## config.mk

```make
export PLATFORM = sky130hd
export DESIGN_NAME = sub_rr_arb
export DESIGN_NICKNAME = d
export VERILOG_FILES = /design/src/rtl/sub_rr_arb.sv
export SDC_FILE = /design/constraint.sdc
export NUM_CORES = 1
export LEC_CHECK = 0
export ABC_CLOCK_PERIOD_IN_PS = 2330
export CORE_MARGIN = 2
export CORE_UTILIZATION = 29
export DETAILED_ROUTE_END_ITERATION = 8
export PLACE_DENSITY = 0.59
export SETUP_SLACK_MARGIN = 0.3
export SKIP_CTS_REPAIR_TIMING = 1
export SLEW_MARGIN = 10
export SYNTH_ARGS = -nofsm -noshare
export SYNTH_HDL_FRONTEND = slang
export SYNTH_SLANG_ARGS = --single-unit
```

## constraint.sdc

```tcl
create_clock -name clk -period 2.33 [get_ports clk]
set_input_delay 0.466 -clock clk [delete_from_list [all_inputs] [get_ports clk]]
set_output_delay 0.466 -clock clk [all_outputs]
set_load 0.005 [all_outputs]
```

## src/rtl/sub_rr_arb.sv

```systemverilog
// Round-robin arbiter sharing one downstream path between NREQ requesters.
// Grants are held until release, bounded by MAX_HOLD, and separated by one GAP cycle.
module sub_rr_arb #(
    parameter int NREQ     = 4,
    parameter int MAX_HOLD = 8,
    parameter int CW       = 8,
    localparam int IW      = (NREQ > 1) ? $clog2(NREQ) : 1
) (
    input  logic            clk,
    input  logic            reset_n,
    input  logic [NREQ-1:0] req,
    input  logic [NREQ-1:0] done,
    output logic [NREQ-1:0] gnt,
    output logic [IW-1:0]   gnt_id,
    output logic            gnt_valid,
    output logic            timeout,
    output logic [CW-1:0]   busy_cnt,
    output logic [1:0]      state_dbg
);

    typedef enum logic [1:0] {
        IDLE  = 2'd0,
        GRANT = 2'd1,
        GAP   = 2'd2
    } state_t;

    state_t          state_q, state_d;
    logic [NREQ-1:0] gnt_q, gnt_d;
    logic [IW-1:0]   gnt_id_q, gnt_id_d;
    logic            gnt_valid_q, gnt_valid_d;
    logic            timeout_q, timeout_d;
    logic [CW-1:0]   busy_q, busy_d;
    logic [IW-1:0]   ptr_q, ptr_d;

    logic            found;
    logic [IW-1:0]   win;
    int              idx;
    logic            own_done;
    logic            own_req;
    logic            hit_max;

    // Rotating search starting at ptr_q; the first requester found wins.
    always_comb begin
        found = 1'b0;
        win   = '0;
        idx   = 0;
        for (int i = 0; i < NREQ; i++) begin
            idx = int'(ptr_q) + i;
            if (idx >= NREQ) begin
                idx = idx - NREQ;
            end
            if (!found && req[idx]) begin
                found = 1'b1;
                win   = IW'(idx);
            end
        end
    end

    assign own_done = done[gnt_id_q];
    assign own_req  = req[gnt_id_q];
    assign hit_max  = (busy_q == CW'(MAX_HOLD));

    always_comb begin
        state_d     = state_q;
        gnt_d       = gnt_q;
        gnt_id_d    = gnt_id_q;
        gnt_valid_d = gnt_valid_q;
        timeout_d   = 1'b0;
        busy_d      = busy_q;
        ptr_d       = ptr_q;
        case (state_q)
            IDLE: begin
                if (found) begin
                    gnt_d       = '0;
                    gnt_d[win]  = 1'b1;
                    gnt_id_d    = win;
                    gnt_valid_d = 1'b1;
                    busy_d      = CW'(1);
                    state_d     = GRANT;
                end
            end
            GRANT: begin
                if (own_done || !own_req || hit_max) begin
                    gnt_d       = '0;
                    gnt_valid_d = 1'b0;
                    busy_d      = '0;
                    state_d     = GAP;
                    // A voluntary release (done or dropped req) is never reported as a timeout.
                    timeout_d   = hit_max && !own_done && own_req;
                    ptr_d       = (gnt_id_q == IW'(NREQ - 1)) ? '0 : gnt_id_q + 1'b1;
                end else if (busy_q != {CW{1'b1}}) begin
                    busy_d = busy_q + 1'b1;
                end
            end
            GAP: begin
                state_d = IDLE;
            end
            default: begin
                state_d = IDLE;
            end
        endcase
    end

    always_ff @(posedge clk or negedge reset_n) begin
        if (!reset_n) begin
            state_q     <= IDLE;
            gnt_q       <= '0;
            gnt_id_q    <= '0;
            gnt_valid_q <= 1'b0;
            timeout_q   <= 1'b0;
            busy_q      <= '0;
            ptr_q       <= '0;
        end else begin
            state_q     <= state_d;
            gnt_q       <= gnt_d;
            gnt_id_q    <= gnt_id_d;
            gnt_valid_q <= gnt_valid_d;
            timeout_q   <= timeout_d;
            busy_q      <= busy_d;
            ptr_q       <= ptr_d;
        end
    end

    assign gnt       = gnt_q;
    assign gnt_id    = gnt_id_q;
    assign gnt_valid = gnt_valid_q;
    assign timeout   = timeout_q;
    assign busy_cnt  = busy_q;
    assign state_dbg = state_q;

endmodule

```

## After elaboration in Yosys (flattened, before gate mapping)

Index checks and enable logic that the tools add are counted.

| storage, ports and cells | value |
|---|---|
| word-level logic and storage cells | 100 |
| bits of input ports | 10 |
| output and inout port bits | 18 |
| register bits | 20 |

| operators by class | value |
|---|---|
| multiplexer cells | 46 |
| equal/unequal tests | 7 |
| reduce and logical (&&, ||, !) cells | 20 |
| add/sub/neg operators | 9 |
| $lt $le $gt $ge | 11 |

Operators with widths:

| operator | count |
|---|---|
| $lt A32 B4 Y1 const B | 4 |
| $mux W32 | 4 |
| $mux W8 | 3 |
| $mux W1 | 19 |
| $pmux W8 S2 | 1 |
| $mux W2 | 7 |
| $bmux W1 S2 | 6 |
| $sub A3 B3 Y4 const B | 3 |
| $ge A3 B3 Y1 const B | 3 |
| $add A8 B1 Y8 const B | 1 |
| $eq A8 B4 Y1 const B | 1 |
| $mux W4 | 2 |
| $ne A8 B8 Y1 const B | 1 |
| $pmux W4 S2 | 1 |
| $add A2 B2 Y3 const B | 2 |
| $logic_and A1 B1 Y1 | 6 |
| $lt A2 B3 Y1 const B | 2 |
| $reduce_and A2 Y1 | 3 |
| $reduce_and A3 Y1 | 2 |
| $logic_not A1 Y1 | 5 |
| $ne A2 B2 Y1 const B | 2 |
| $pmux W2 S2 | 1 |
| $sub A2 B3 Y4 const B | 1 |
| $add A2 B1 Y3 const B | 1 |
| 11 further kinds | 12 |

## Depth between registers and ports, before layout

| depth | value |
|---|---|
| word-level depth | 21 |
| gate-level depth with buffers | 7 |
| depth with buffers taken out | 7 |

## Least setup slack after synthesis

No wires, ideal clock.

| path | value |
|---|---|
| path type | in2reg |
| start point | in done[3] |
| end point | reg busy_q[5] (netlist: busy_cnt[5]) |
| library setup time | 0.092 ns |
| required time | 2.238 ns |
| path buffers | 0 |
| slack | 0.443 ns |
| arrival time | 1.795 ns |
| cell stages on the path | 5 |
| path through | nand2b_1 > mux4_2 > nor3b_4 > nand3_2 > o31ai_2 |

| on the way | value |
|---|---|
| longest elaborated chain between the ends | 6 |
| elaborated cells between the ends (all ways) | 8 |
| those cells by class | eq/ne (1); mux (4); reduce/logical (3) |

Ends and longest elaborated chain:

| element | RTL line | text |
|---|---|---|
| start: declaration | 12 | `input logic [NREQ-1:0] done,` |
| $bmux W1 S2 (*) | 59 | `assign own_done = done[gnt_id_q];` |
| $mux W1 (not written as such) (*) | 59 |  |
| $logic_or A1 B1 Y1 (*) (2 in a row) | 83 | `if (own_done \|\| !own_req \|\| hit_max) begin` |
| $ne A3 B3 Y1 (no line) or $mux W8 (tied branches) | - |  |
| $reduce_and A3 Y1 (no line) or $pmux W8 S2 (tied branches) | - |  |
| end signal: assignment | 119 | `busy_q <= busy_d;` |
| end: declaration | 32 | `logic [CW-1:0] busy_q, busy_d;` |

Every way passes the cells marked *; elsewhere a longest branch is shown, timed or not. The select of a mux whose other input is x is not followed.
A chain may end at the register's enable or synchronous reset.

## Worst setup path in the final report

| path | value |
|---|---|
| start point | in done[2] |
| end point | reg busy_q[4] (netlist: busy_cnt[4]) |

The elaborated chain is that of the path after synthesis.

==> key figures <==
Run status
  • Status: finished, final reports clean

Global route
  • Global-route total usage across every layer: 14.4%
  • Number of antenna violations at the first check in global routing: 0
  • First-pass GRT wire length: 4800 um
  • Maximum number of pins on one net before global-route repair: 21
  • Total grt overflow: 0
  • Vias in the first global route: 1,047

Pwr
  • Power per cell area: 993 nW/um2
  • Final total power: 1.60 mW
  • Leak: 0.715 nW
  • Peak supply drop: 0.000506 V

Hold path
  • Hold Crit Class: register to register
  • Cell count of the worst hold path: 1
  • Worst hold path startpoint: gnt[3]$_DFFE_PN0P_
  • Terminating pin of the worst hold path: gnt[3]$_DFFE_PN0P_

STA
  • Maximum frequency from static timing analysis: 498 MHz
  • Endpoints failing hold: 0
  • Worst rel slew slack: 74.0%
  • Post-route clock period utilization: 86.2%
  • Unrepaired setup endpoints after global routing: no
  • Slew Viols, Final: 0
  • Post-route setup slack: 0.322 ns
  • Hold slack: 0.515 ns
  • Min Clock Period, post-route: 2.01 ns
  • Final setup violation count: 0
  • Transition at the pin with the smallest max-transition slack: 0.391 ns
  • Sum of negative setup slack: 0 ns
  • Clock skew: 0.00709 ns

Synth
  • Primary flip-flop cell chosen by synthesis mapping: dfrtp_1
  • Syn Std Cell Area: 1110 um2
  • Number of nets produced by synthesis: 131
  • Number of synthesized flops with an enable pin: 0
  • Distinct cell type count after synthesis: 36
  • Yosys reg bits: 20
  • Count of mapped cells out of synthesis: 118
  • Yosys Warn Count: 0
  • Share of synthesized registers carrying an async set or reset: 100%
  • Syn avg cell area: 9.38 um2
  • Post-synthesis sequential area ratio: 45.2%

Detailed routing
  • DR vias: 1,061
  • First-iteration detailed-routing DRC count: 88
  • Routed length per instance: 13.9 um
  • First-pass DRT Iterations: 4
  • Count of nets left with antenna violations after detail routing: 0
  • Via density per instance: 5.18
  • Post-detailed-route DRC marker count: 0
  • Total routed wirelength: 2860 um

Setup path
  • CP Class: input port to register
  • Critical R2R Launch: busy_cnt[0]$_DFFE_PN0P_
  • Delay of the slowest cell on the worst path: 0.53 ns
  • CP Max Fanout: 8
  • Data arrival time of the critical path: 2.17 ns
  • Ordered list of cells on the worst path: clkdlybuf4s50_1 > nand2b_1 > mux4_2 > nor3b_4 > buf_6 > o21ai_1 > a21oi_1
  • Startpoint kind of the worst setup timing path: input port
  • Number of cells on the worst reg-to-reg path: 7
  • Worst reg-to-reg setup slack: 0.45 ns
  • Data required time of the critical path: 2.50 ns
  • Worst reg2reg path endpoint: ptr_q[1]$_DFFE_PN0P_
  • Critical Path Sink Type: register
  • Slowest cell on the critical path: mux4_2

Placement
  • Dpl ws: -0.0144 ns
  • Placer congestion estimate: 0.967
  • Number of placed instances, taps included: 201
  • Placed inst area: 1510 um2
  • DP HPWL: 2220 um
  • IO Port Bufs: 27

Clock tree
  • Clock tree from TritonCTS: built
  • CTS H-tree depth: 1
  • Maximum number of buffers from clock root to sink: 2
  • CTS root buf: clkbuf_8
  • Clk sink count: 20
  • Clk slew on worst S/H paths: 0.07 ns
  • Clock latency on the worst-skew pair: 0.26 ns
  • TritonCTS Buffers: 3

Cells and area
  • Sequential cell area in the final layout: 500 um2
  • Non-filler instance count after layout: 205
  • Proportion of layout cells with a drive suffix above 1: 16.6%
  • Cell area after layout: 1610 um2
  • Synth-to-layout area growth: 45.2%
  • Nets@finish: 171
  • Post-layout util: 43.9%
  • Number of diodes added for antenna fixing: 0
  • Area of combinational cells with multiple inputs: 607 um2
  • Filler Cell Count: 360
  • Most frequent cells in the layout: dfrtp_1 (20), clkdlybuf4s50_1 (20), nand2_1 (13)

Run
  • Maximum capacitance violations: 0

Floorplan
  • Number of top-level pins: 28
  • Die area: 4330 um2
  • Effective utilization at floorplan: 30.2%
  • Die Ht: 65.8 um
  • Die Width: 65.8 um
  • Core region area: 3660 um2
  • Row count: 22
flip-flops by register name, indices dropped and copies added, names as in the netlist:
register	flops
gnt_valid	1
timeout	1
gnt_id	2
gnt	4
ptr_q	2
state_dbg	2
busy_cnt	8
layer usage:
layer,vias to the layer above,global-route usage (%),part of all wire (%)
met5,-,0,0
met2,39,23.5,49
met1,511,17.9,43
met4,0,7.03,0.91
li1,507,-,-
met3,4,3.24,6.8
report_power, final:
part / total (mW) / internal [mW] / switching, mW
Sequential: 0.566 / 0.454 / 0.112
Clock: 0.264 / 0.150 / 0.114
Combinational: 0.766 / 0.405 / 0.361
critical path: cells and delay by family:
kind	cells	cell delay, ns
buffers and inverters	2	0.54
muxes	1	0.53
and+or+nand+nor	2	0.38
AOI/OAI and AO/OA	2	0.25
layout make-up:
class / instances / share of cell area [%]
well taps: 48 / 3.74
multi-input cells: 91 / 37.7
repair buffers: 37 / 22.8
clock buffers: 4 / 3.42
flip-flops and latches: 20 / 31.1
inverters: 5 / 1.17
worst max-delay path by stage:
stage	start	end	slack, ns
2_1_floorplan	done[3]	busy_cnt[5]$_DFFE_PN0P_	0.44
3_3_place_gp	req[3]	busy_cnt[7]$_DFFE_PN0P_	0.04
3_5_place_dp	req[2]	busy_cnt[4]$_DFFE_PN0P_	-0.01
4_1_cts	req[2]	busy_cnt[4]$_DFFE_PN0P_	0.25
5_1_grt	done[2]	busy_cnt[5]$_DFFE_PN0P_	0.29
6_report	done[2]	busy_cnt[4]$_DFFE_PN0P_	0.32
logic make-up (layout without fill, tap and decap cells):
logic type               Yosys count  in the layout  synth area share, %
AND/OR/NAND/NOR                   49             49                 23.5
AO/OA/AOI/OAI                     35             35                 20.7
flip-flops                        20             20                 45.2
buffers and inverters              7             46                 2.37
multiplexers                       4              4                 4.86
adder cells (fa/ha/maj)            3              3                 3.39
cells in the mapped netlist, types with 2 or more instances:
master	n	area, um2
a22o_1	2	17.5
nand2_1	13	48.8
o31ai_1	4	30.0
or2_2	2	12.5
nor2_1	12	45.0
o21ai_0	6	30.0
mux2i_1	2	20.0
nor2b_1	2	12.5
a21oi_1	10	50.1
inv_1	5	18.8
dfrtp_1	20	500
o22ai_1	3	18.8
nand2b_1	8	50.1
clkbuf_1	2	7.51
ha_1	3	37.5
nand3_1	4	20.0
Power figures use the tool's default switching activity.
